[config.mk]
export PLATFORM = sky130hd
export DESIGN_NAME = sev_seg_scan
export DESIGN_NICKNAME = d
export VERILOG_FILES = /design/src/rtl/sev_seg_scan.sv
export SDC_FILE = /design/constraint.sdc
export NUM_CORES = 1
export LEC_CHECK = 0
export ABC_CLOCK_PERIOD_IN_PS = 5700
export BUFFER_PORTS_ARGS = -buffer_cell sky130_fd_sc_hd__buf_2
export CAP_MARGIN = 0
export CORE_MARGIN = 1
export CORE_UTILIZATION = 50
export DETAILED_ROUTE_END_ITERATION = 10
export PLACE_DENSITY_LB_ADDON = 0.25
export SLEW_MARGIN = 15
export SYNTH_ARGS = -nofsm -noshare
export SYNTH_HDL_FRONTEND = slang
export SYNTH_SLANG_ARGS = --single-unit
[constraint.sdc]
create_clock -name clk -period 5.7 [get_ports clk]
set_input_delay 0 -clock clk [delete_from_list [all_inputs] [get_ports clk]]
set_output_delay 0 -clock clk [all_outputs]
set_load 0.01 [all_outputs]
[src/rtl/sev_seg_scan.sv]
// Scanned driver for common-anode seven-segment digits sharing one segment bus, with a dark guard between slots.
// Define SEV_SEG_BRIGHTNESS_EN to add a 4-bit brightness input that trims the lit part of each SHOW phase.
module sev_seg_scan #(
  parameter int NUM_DIGITS   = 4,
  parameter int SLOT_CYCLES  = 100000,
  parameter int GUARD_CYCLES = 1000
) (
  input  logic                    clk,
  input  logic                    reset,
  input  logic                    load,
  input  logic [4*NUM_DIGITS-1:0] value_in,
  input  logic [NUM_DIGITS-1:0]   dp_in,
  input  logic [NUM_DIGITS-1:0]   blank_in,
  input  logic                    lz_en,
`ifdef SEV_SEG_BRIGHTNESS_EN
  input  logic [3:0]              brightness,
`endif
  output logic [7:0]              seg,
  output logic [NUM_DIGITS-1:0]   an,
  output logic [2:0]              digit_idx,
  output logic                    frame_tick
);

  localparam int CW       = (SLOT_CYCLES > 1) ? $clog2(SLOT_CYCLES) : 1;
  localparam int SHOW_LEN = SLOT_CYCLES - GUARD_CYCLES;
  localparam logic [CW-1:0] CNT_LAST  = CW'(SLOT_CYCLES - 1);
  localparam logic [CW-1:0] SHOW_LAST = CW'(SHOW_LEN - 1);
  localparam logic [2:0]    IDX_LAST  = 3'(NUM_DIGITS - 1);
  localparam logic [0:0]    ST_SHOW   = 1'b0;
  localparam logic [0:0]    ST_GUARD  = 1'b1;

  logic [CW-1:0]           cnt_q, cnt_d;
  logic [0:0]              state_q, state_d;
  logic [2:0]              idx_q, idx_d;
  logic [2:0]              nxt_q, nxt_d;
  logic [7:0]              seg_q, seg_d;
  logic [NUM_DIGITS-1:0]   an_q, an_d;
  logic                    tick_q, tick_d;
  logic [4*NUM_DIGITS-1:0] value_q;
  logic [NUM_DIGITS-1:0]   dp_q, blank_q;

  // Shadow data padded to eight entries so the 3-bit digit index always addresses a full array.
  logic [3:0] nib8 [8];
  logic [7:0] dp8, blank8, zero_from;
  logic       dark_sel;
  logic [7:0] glyph;

  genvar gi;
  generate
    for (gi = 0; gi < 8; gi++) begin : g_pad
      if (gi < NUM_DIGITS) begin : g_real
        assign nib8[gi]   = value_q[4*gi +: 4];
        assign dp8[gi]    = dp_q[gi];
        assign blank8[gi] = blank_q[gi];
      end else begin : g_fill
        assign nib8[gi]   = 4'h0;
        assign dp8[gi]    = 1'b0;
        assign blank8[gi] = 1'b1;
      end
    end
  endgenerate

  always_comb begin : zero_scan
    logic acc;
    acc = 1'b1;
    zero_from = '0;
    for (int i = 7; i >= 0; i--) begin
      acc = acc & (nib8[i] == 4'h0);
      zero_from[i] = acc;
    end
  end

  function automatic logic [7:0] hex_glyph(input logic [3:0] n);
    case (n)
      4'h0: hex_glyph = 8'h81;  4'h1: hex_glyph = 8'hF3;
      4'h2: hex_glyph = 8'h49;  4'h3: hex_glyph = 8'h61;
      4'h4: hex_glyph = 8'h33;  4'h5: hex_glyph = 8'h25;
      4'h6: hex_glyph = 8'h05;  4'h7: hex_glyph = 8'hF1;
      4'h8: hex_glyph = 8'h01;  4'h9: hex_glyph = 8'h21;
      4'hA: hex_glyph = 8'h11;  4'hB: hex_glyph = 8'h07;
      4'hC: hex_glyph = 8'h8D;  4'hD: hex_glyph = 8'h43;
      4'hE: hex_glyph = 8'h0D;  default: hex_glyph = 8'h1D;
    endcase
  endfunction

  assign glyph    = hex_glyph(nib8[nxt_q]);
  assign dark_sel = blank8[nxt_q] | (lz_en & zero_from[nxt_q] & (nxt_q != 3'd0));

`ifdef SEV_SEG_BRIGHTNESS_EN
  logic [3:0]  bright_q;
  logic [31:0] lit_lhs, lit_rhs;
  logic        dim_off;
  assign lit_lhs = 32'(cnt_d) << 4;
  assign lit_rhs = (32'(bright_q) + 32'd1) * 32'(SHOW_LEN);
  assign dim_off = (lit_lhs >= lit_rhs);

  always_ff @(posedge clk) begin
    if (reset)                 bright_q <= 4'hF;
    else if (cnt_q == CNT_LAST) bright_q <= brightness;
  end
`endif

  always_comb begin
    cnt_d   = (cnt_q == CNT_LAST) ? '0 : cnt_q + 1'b1;
    state_d = state_q;
    idx_d   = idx_q;
    nxt_d   = nxt_q;
    seg_d   = seg_q;
    an_d    = an_q;
    tick_d  = 1'b0;
    if (cnt_q == CNT_LAST) begin
      state_d = ST_SHOW;
      idx_d   = nxt_q;
      nxt_d   = (nxt_q == IDX_LAST) ? 3'd0 : nxt_q + 3'd1;
      tick_d  = (nxt_q == 3'd0);
      seg_d   = dark_sel ? 8'hFF : {glyph[7:1], ~dp8[nxt_q]};
      for (int i = 0; i < NUM_DIGITS; i++) an_d[i] = (nxt_q != 3'(i));
    end else if (GUARD_CYCLES > 0 && state_q == ST_SHOW && cnt_q == SHOW_LAST) begin
      state_d = ST_GUARD;
      seg_d   = 8'hFF;
      an_d    = '1;
    end
`ifdef SEV_SEG_BRIGHTNESS_EN
    else if (state_q == ST_SHOW && dim_off) begin
      seg_d = 8'hFF;
      an_d  = '1;
    end
`endif
  end

  // Reset parks the counter at terminal so the first free edge is the digit-0 SHOW entry.
  always_ff @(posedge clk) begin
    if (reset) begin
      cnt_q   <= CNT_LAST;
      state_q <= ST_GUARD;
      idx_q   <= 3'd0;
      nxt_q   <= 3'd0;
      seg_q   <= 8'hFF;
      an_q    <= '1;
      tick_q  <= 1'b0;
      value_q <= '0;
      dp_q    <= '0;
      blank_q <= '1;
    end else begin
      cnt_q   <= cnt_d;
      state_q <= state_d;
      idx_q   <= idx_d;
      nxt_q   <= nxt_d;
      seg_q   <= seg_d;
      an_q    <= an_d;
      tick_q  <= tick_d;
      if (load) begin
        value_q <= value_in;
        dp_q    <= dp_in;
        blank_q <= blank_in;
      end
    end
  end

  assign seg        = seg_q;
  assign an         = an_q;
  assign digit_idx  = idx_q;
  assign frame_tick = tick_q;

endmodule

==> flow_metrics.tcl <==
set metrics [dict create \
    clock-root-buffer "clkbuf_8" \
    layout_common_cells "dfxtp_1, buf_2, nor2_1" \
    mostFrequentLayoutCell "dfxtp_1" \
    vias_per_cell 5.41 \
    netlist_area_sq_um 2950 \
    syn_to_final_growth_pct 24.2 \
    slew_headroom_pct 41.4 \
    ys_ff_latch 61 \
    synth-simple-area-share_pct 21.4 \
    finalHoldViolCount 0 \
    drt-total-wl_mm 6.59 \
    tns_ns 0 \
    yosysUniqueCellTypes 49 \
    async_flop_share_pct 0 \
    die_h_um 78.8 \
    start_kind "flop" \
    critical_path.top_delay_family "simple AND/OR/NAND/NOR gates" \
    powerDensity_nw_per_um2 394 \
    max_freq_mhz 390 \
    grt_use_total_pct 23.2 \
    hold_class "in2reg" \
    clk_pin_slew_ns 0.07 \
    cts_max_level 3 \
    crit_chain "mux4_2, nor2b_1, ha_1, nor3b_1, a21oi_1, or2_0, a2bb2oi_1" \
    utilization_pct 65.3 \
    maxCapViolCount 0 \
    synth_edf_count 0 \
    max_stage_delay_ns 0.66 \
    clock_sinks 61 \
    grt_pass1_vias 2272 \
    cts_setup_buffers 0 \
    synth_mux_area_share_pct 13.2 \
    fp-row-count 27 \
    ys.flop_type "dfxtp_1" \
    ctsHoldBuffers 24 \
    design_area_sq_um 3660 \
    drive_above_1_share_pct 20.1 \
    place_ws_ns 3.16 \
    worstPathMaxFanout 11 \
    core_area_sq_um 5610 \
    placed_cell_area_sq_um 3170 \
    slew_violations 0 \
    grt_max_degree 51 \
    drt_pass1_iterations 4 \
    cts_resized 0 \
    drtAntennaViolNets 0 \
    globalplace.congestion 0.802 \
    boundaryPins 44 \
    layout.area.seq_sq_um 1220 \
    worst_pin_slew_ns 0.880 \
    period_share_pct 45.0 \
    setup_viol 0 \
    synthAdderAreaFrac_pct 4.67 \
    grt_pass1_wl_mm 11.0 \
    final_nets 403 \
    vias 2385 \
    syn_avg_cell_area_sq_um 9.76 \
    ys_seq_area_share_pct 41.4 \
    routedWlPerCell_um 14.9 \
    critPathKind "reg2reg" \
    critPathSlowestCell "dfxtp_1" \
    die_x_um 78.8 \
    synthXorXnorAreaFrac_pct 3.86 \
    multi_input_area_sq_um 1620 \
    leakagePower_nw 1.48 \
    ys_warn_count 0 \
    cts_made_buffers 9 \
    die_area_sq_um 6210 \
    n_antenna_cell 0 \
    grt-ovfl-total 0 \
    cts_tree "built" \
    dp_hpwl_mm 4.14 \
    ir_worst_vdd_mv 0.223 \
    period_minus_slack_ns 2.56 \
    crit_buf_inv 0 \
    clk_latency_ns 0.34 \
    worstPathRequired_ns 5.97 \
    status "finished clean" \
    rsz0062_at_grt "false" \
    fillers 495 \
    syn_nets 341 \
    netlist_instances 302 \
    end_kind "flop" \
    antenna_found_initial 0 \
    synth_top_family_by_area "simple AND/OR/NAND/NOR gates" \
    route.detailed.drc 0 \
    cp.arrival_ns 2.84 \
    synth_compound_area_share_pct 11.8 \
    fin_worst_skew_ns 0.00487 \
    initialDrtViolationCount 173 \
    layout_setup_ws_ns 3.14 \
    cts_buffer_depth 2 \
    portBuffers 43 \
    initial_core_util_pct 52.6 \
]
## kinds of logic (layout without fill, tap and decap cells)
group / after synthesis / in the layout
buf+inv: 23 / 90
simple gates: 113 / 113
compound gates: 50 / 50
xor+xnor: 13 / 13
flops: 61 / 61
fa+ha+maj: 11 / 11
mux: 31 / 31
## synthesized netlist by cell type (all sizes together), types with 3 or more instances
| cell type | number | area [sq um] |
|---|---|---|
| dfxtp | 61 | 1220 |
| nor2 | 40 | 150 |
| mux2i | 23 | 230 |
| a21oi | 14 | 70.1 |
| nand2 | 13 | 48.8 |
| ha | 11 | 138 |
| xnor2 | 10 | 87.6 |
| buf | 9 | 55.0 |
| nand2b | 8 | 50.1 |
| a21o | 7 | 52.6 |
| a2bb2oi | 7 | 61.3 |
| clkbuf | 7 | 26.3 |
| inv | 7 | 26.3 |
| mux4 | 6 | 135 |
| nand3 | 6 | 30.0 |
| nor2b | 6 | 37.5 |
| nor4 | 6 | 58.8 |
| nor3 | 5 | 25.0 |
| o21bai | 5 | 37.5 |
| or3 | 5 | 31.3 |
| a211o | 4 | 35.0 |
| o21ai | 4 | 20.0 |
| and4bb | 3 | 37.5 |
| nand3b | 3 | 22.5 |
| nand4 | 3 | 25.0 |
| nor3b | 3 | 22.5 |
| o2bb2ai | 3 | 26.3 |
| or2 | 3 | 18.8 |
| xor2 | 3 | 26.3 |
## final timing paths
| check | cells after the start | slack (ns) | end | start |
|---|---|---|---|---|
| hold / removal | 2 | 0.26 | value_q[0] | reset |
| setup / recovery | 7 | 3.14 | seg[2] | nxt_q[0] |
| hold reg to reg | 2 | 0.48 | digit_idx[2] | digit_idx[2] |
| setup reg to reg | 7 | 3.14 | seg[2] | nxt_q[0] |
## cell type report
type,count,area share [%]
Clock buffer,10,3.76
Inverter,7,0.718
Sequential cell,61,33.4
Clock inverter,6,3.01
Multi-Input combinational cell,218,44.2
Tap cell,72,2.46
Timing Repair Buffer,67,12.4
## metrics by stage
stage          power, mW  hold slack, ns  cells
2_1_floorplan      0.876           0.118    302
5_1_grt             1.52           0.297    441
3_5_place_dp       0.954           0.210    401
4_1_cts             1.44           0.249    441
6_report            1.44           0.260    441
3_3_place_gp       0.946           0.207    401
## layer usage
metal  global-route usage (%)  wire length (um)  up-vias
met4                     11.5               129        0
met5                        0                 0        -
met1                     30.3              3160     1117
met2                     36.8              3060       53
met3                     4.25               241       11
li1                         -                 -     1204
## sequential cells by signal, indices dropped and copies added (netlist names)
name	flops
digit_idx	3
an	4
blank_q	4
dp_q	4
cnt_q	17
value_q	16
frame_tick	1
state_q	1
nxt_q	3
seg	8
## power by group
group | leakage, nW | internal [mW] | switching (mW)
combinational | 0.866 | 0.194 | 0.216
sequential | 0.500 | 0.487 | 0.0714
clock | 0.119 | 0.301 | 0.171
total | 1.48 | 0.982 | 0.459
Power figures use the tool's default switching activity.
